<file path="config.mk">
export PLATFORM = sky130hd
export DESIGN_NAME = ps2_scan_decoder
export DESIGN_NICKNAME = d
export VERILOG_FILES = /design/src/rtl/ps2_scan_decoder.sv
export SDC_FILE = /design/constraint.sdc
export NUM_CORES = 1
export LEC_CHECK = 0
export ABC_AREA = 1
export CORE_MARGIN = 4
export CORE_UTILIZATION = 38
export DETAILED_ROUTE_END_ITERATION = 10
export PLACE_DENSITY_LB_ADDON = 0.08
export SLEW_MARGIN = 20
export SYNTH_ARGS = -nofsm -noshare
export SYNTH_HDL_FRONTEND = slang
export SYNTH_SLANG_ARGS = --single-unit
export TNS_END_PERCENT = 50
</file>
<file path="constraint.sdc">
create_clock -name clk -period 4.7 [get_ports clk]
set_input_delay 0.705 -clock clk [delete_from_list [all_inputs] [get_ports clk]]
set_output_delay 0.705 -clock clk [all_outputs]
set_load 0.005 [all_outputs]
</file>
<file path="src/rtl/ps2_scan_decoder.sv">
// PS/2 scan-code prefix decoder: turns raw set-2 bytes into make/break events
// in a first-word-fall-through FIFO and tracks the state of the shift keys.
module ps2_scan_decoder #(
    parameter int unsigned DEPTH = 4
) (
    input  logic       clk,
    input  logic       rst,
    input  logic [7:0] code,
    input  logic       tick,
    input  logic       correct,
    input  logic       rd_en,
    output logic [9:0] ev_data,
    output logic       ev_valid,
    output logic       shift_held,
    output logic       frame_err,
    output logic       overflow
);

    localparam int unsigned AW = (DEPTH > 1) ? $clog2(DEPTH) : 1;
    localparam int unsigned CW = $clog2(DEPTH + 1);

    typedef enum logic [1:0] {StIdle, StExt, StBrk, StExtBrk} state_e;

    state_e        state_q, state_d;
    logic          push, push_rel, push_ext;
    logic [9:0]    push_data;
    logic          ferr_d, frame_err_q;
    logic          lshift_q, lshift_d, rshift_q, rshift_d;
    logic          is_prefix, is_ignored;
    logic          full, do_push, do_pop;
    logic [9:0]    mem_q [DEPTH];
    logic [AW-1:0] rd_ptr_q, wr_ptr_q;
    logic [CW-1:0] count_q;
    logic          overflow_q;

    assign is_prefix  = (code == 8'hE0) || (code == 8'hF0);
    // Keyboard housekeeping replies that never carry key information
    assign is_ignored = (code == 8'h00) || (code == 8'hAA) || (code == 8'hEE) ||
                        (code == 8'hFA) || (code == 8'hFC) || (code == 8'hFE) ||
                        (code == 8'hFF);

    always_comb begin
        state_d  = state_q;
        push     = 1'b0;
        push_rel = 1'b0;
        push_ext = 1'b0;
        ferr_d   = 1'b0;
        if (tick) begin
            if (!correct) begin
                state_d = StIdle;
                ferr_d  = 1'b1;
            end else begin
                unique case (state_q)
                    StIdle: begin
                        if (code == 8'hE0)      state_d = StExt;
                        else if (code == 8'hF0) state_d = StBrk;
                        else if (!is_ignored)   push = 1'b1;
                    end
                    StExt: begin
                        if (code == 8'hF0) begin
                            state_d = StExtBrk;
                        end else if (code != 8'hE0) begin
                            push     = 1'b1;
                            push_ext = 1'b1;
                            state_d  = StIdle;
                        end
                    end
                    StBrk: begin
                        state_d  = StIdle;
                        push     = !is_prefix;
                        push_rel = 1'b1;
                    end
                    StExtBrk: begin
                        state_d  = StIdle;
                        push     = !is_prefix;
                        push_rel = 1'b1;
                        push_ext = 1'b1;
                    end
                    default: state_d = StIdle;
                endcase
            end
        end
    end

    assign push_data = {push_rel, push_ext, code};

    // Fake shifts (E0 12 / E0 59) are ignored; dropped pushes still update tracking
    always_comb begin
        lshift_d = lshift_q;
        rshift_d = rshift_q;
        if (push && !push_ext) begin
            if (code == 8'h12) lshift_d = !push_rel;
            if (code == 8'h59) rshift_d = !push_rel;
        end
    end

    assign full    = (count_q == CW'(DEPTH));
    assign do_pop  = !rst && rd_en && (count_q != '0);
    assign do_push = !rst && push && (!full || do_pop);

    always_ff @(posedge clk) begin
        if (rst) begin
            state_q     <= StIdle;
            frame_err_q <= 1'b0;
            lshift_q    <= 1'b0;
            rshift_q    <= 1'b0;
            rd_ptr_q    <= '0;
            wr_ptr_q    <= '0;
            count_q     <= '0;
            overflow_q  <= 1'b0;
        end else begin
            state_q     <= state_d;
            frame_err_q <= ferr_d;
            lshift_q    <= lshift_d;
            rshift_q    <= rshift_d;
            if (do_push) wr_ptr_q <= wr_ptr_q + AW'(1);
            if (do_pop)  rd_ptr_q <= rd_ptr_q + AW'(1);
            if (do_push && !do_pop)      count_q <= count_q + CW'(1);
            else if (do_pop && !do_push) count_q <= count_q - CW'(1);
            if (push && full && !do_pop) overflow_q <= 1'b1;
        end
    end

    always_ff @(posedge clk) begin
        if (do_push) mem_q[wr_ptr_q] <= push_data;
    end

    assign ev_valid   = (count_q != '0);
    assign ev_data    = ev_valid ? mem_q[rd_ptr_q] : '0;
    assign shift_held = lshift_q | rshift_q;
    assign frame_err  = frame_err_q;
    assign overflow   = overflow_q;

endmodule

</file>
==> metrics <==
Core Region 6386 um^2; TritonRoute pass-1 iters 4; Slew @ Worst Pin 816.2 ps; ant diodes 0; Post-Syn Nets 294; Via-to-Cell Ratio 4.855; site row count 29; Gate Count Post-Synth 275; mux contribution to synthesized area 0%; CTS max path bufs 2; Post-CTS Repair Setup Buffers 0; initial antenna violation count 0; Tcrit/Tclk final 66.43%; VDD IR max 140.5 uV; Fillers 620; Buffers on Ports 26; mapped cell area 2520 um^2; Worst Hold Class reg -> reg; die area 7999 um^2; adder and majority gate portion of the synthesized area 3.277%; FF+latch area 1501 um^2; Fin Clk Skew 11.23 ps; nets@finish 326; die height 89.44 um; setup tns final 0 ps; die width 89.44 um; WL final 5168 um; Syn. warnings 0; compound-gate portion of the synthesized area 10.82%; hpwl dp 3621 um; post-synth cell types 23; I/O pin count 27; first-pass GRT wire length 8176 um; minimum clock period 3122 ps; GRT Residual Overflow 0; 1st-iter DRT viols 92; Crit path arrival time 2420 ps; Synth Flop Type edfxtp_1; area leader, netlist edfxtp_1; CTS Buf Count 5; multi-input logic area 875.8 um^2; Syn-to-layout area delta 18.67%; Power Dens Cells 324.4 nW/um^2; cell with the most instances after synthesis nor2_1; vias in the first global route 1663; Initial Utilization 39.46%; Hold-fix buffers, CTS 0; met3 wire length 245 um; CTS tree yes; metal2 WL 2319 um; Slew Viols, Final 0; flops & latches, synth 55; gp weighted congestion 0.8157; post-synth top area share 47.67%; largest net degree at the start of global routing 22; post-CTS sizing 0; status completed; Fin. Hold Viols 0; combinational family with the most area after synthesis simple AND/OR/NAND/NOR gates; Critical Path Sink Type output port; Root Buffer clkbuf_8; async set-reset flop share out of synthesis 0%; final hold slack 474.2 ps; f_max 320.3 MHz; H-tree levels 2; layout cell share with drive strength beyond 1 8.117%; WS Path Type reg -> out; CTS clk-pin slew, worst paths 100 ps; Post-Synth XOR/XNOR Area 0%; Leakage Power 1.097 nW; Post-synth EDFFs 40; Syn Area/Cell 9.163 um^2; routed len/inst 13.42 um; Vias 1869; Clock Sinks 55; CP startpoint kind flop; Total Routing Usage GR 13.89%; CP max FO 11; highest routed layer met4; relative slew slack 45.38%; top post-synthesis cells by count 67 x nor2_1, 40 x edfxtp_1, 34 x nand2_1; sequential area share after synthesis 59.58%; dominant cells by area after synthesis edfxtp_1 48%, dfxtp_1 12%, nor2_1 10%; unrepaired setup endpoints after global routing false; simple-gate share of the synthesized area 20.66%; Final setup viols 0; Met1 Wirelength 2546 um; Worst EP required 3990 ps; drt drc 0; max_cap viols 0; Clk Latency, worst-skew pair 300 ps; Detail Route Antenna Nets 0
layout by cell type, fill, tap and decap left out, types with 6 or more instances in the layout:
cell type        count
nor2_1              67
edfxtp_1            40
nand2_1             34
inv_1               29
o21ai_0             26
clkdlybuf4s50_1     26
a21oi_1             22
dfxtp_1             15
nand3_1              7
clkbuf_8             6
through the flow:
| step | setup slack, ps | instances | instance area (um^2) | power, mW | util (%) |
|---|---|---|---|---|---|
| floorplan | 2286 | 275 | 2520 | 0.6261 | - |
| global placement | 1385 | 377 | 2892 | 0.7136 | 45.28 |
| detailed placement | 1370 | 377 | 2892 | 0.7123 | 45.28 |
| CTS | 1451 | 385 | 2990 | 0.9830 | 46.83 |
| global route | 1285 | 385 | 2990 | 1.022 | 46.83 |
| finish | 1578 | 385 | 2990 | 0.9702 | 46.83 |
layout make-up:
class / instances / area share (%)
Tap cell: 77 / 3.222
Timing Repair Buffer: 31 / 9.958
Clock buffer: 6 / 2.762
Clock inverter: 2 / 0.5439
Sequential cell: 55 / 50.21
Inverter: 32 / 4.017
Multi-Input combinational cell: 182 / 29.29
critical path, stage by stage, from the launching register on:
cell and delay [ps]:
dfxtp_1 650, clkinv_1 430, nor2_1 190, o21ai_0 90, a21oi_1 210, clkdlybuf4s50_1 530
report_power, final:
group          internal (mW)  total (mW)  switching, mW  leakage, nW
Combinational         0.0730       0.160         0.0866        0.572
Clock                  0.120       0.271          0.151       0.0474
Sequential             0.531       0.540        0.00814        0.478
Total                  0.725       0.970          0.245         1.10
sequential cells by signal, indices dropped and copies added, names as in the netlist, named ones only:
signal / cells
state_q: 2
rshift_q: 1
count_q: 3
lshift_q: 1
overflow: 1
mem_q: 40
rd_ptr_q: 2
frame_err: 1
wr_ptr_q: 2
cell families after synthesis:
| kind of cell | after synthesis |
|---|---|
| buffers and inverters | 38 |
| AOI/OAI and AO/OA | 52 |
| DFF | 55 |
| adders and majority gates | 6 |
| and+or+nand+nor | 124 |
metal layers:
metal,up-vias,global-route usage (%)
li1,972,-
met1,860,19.04
met2,31,22.10
met3,6,2.488
met4,0,4.871
met5,-,0
path summary, 6_finish.rpt:
check / startpoint / end / slack, ps / depth (start not counted)
worst max-delay path: flop / ev_data[0] / 1580 / 5
worst min-delay path: rd_ptr_q[1] / rd_ptr_q[1] / 470 / 2
worst max register to register: count_q[2] / count_q[2] / 2620 / 11
worst min register to register: rd_ptr_q[1] / rd_ptr_q[1] / 470 / 2
Power figures use the tool's default switching activity.
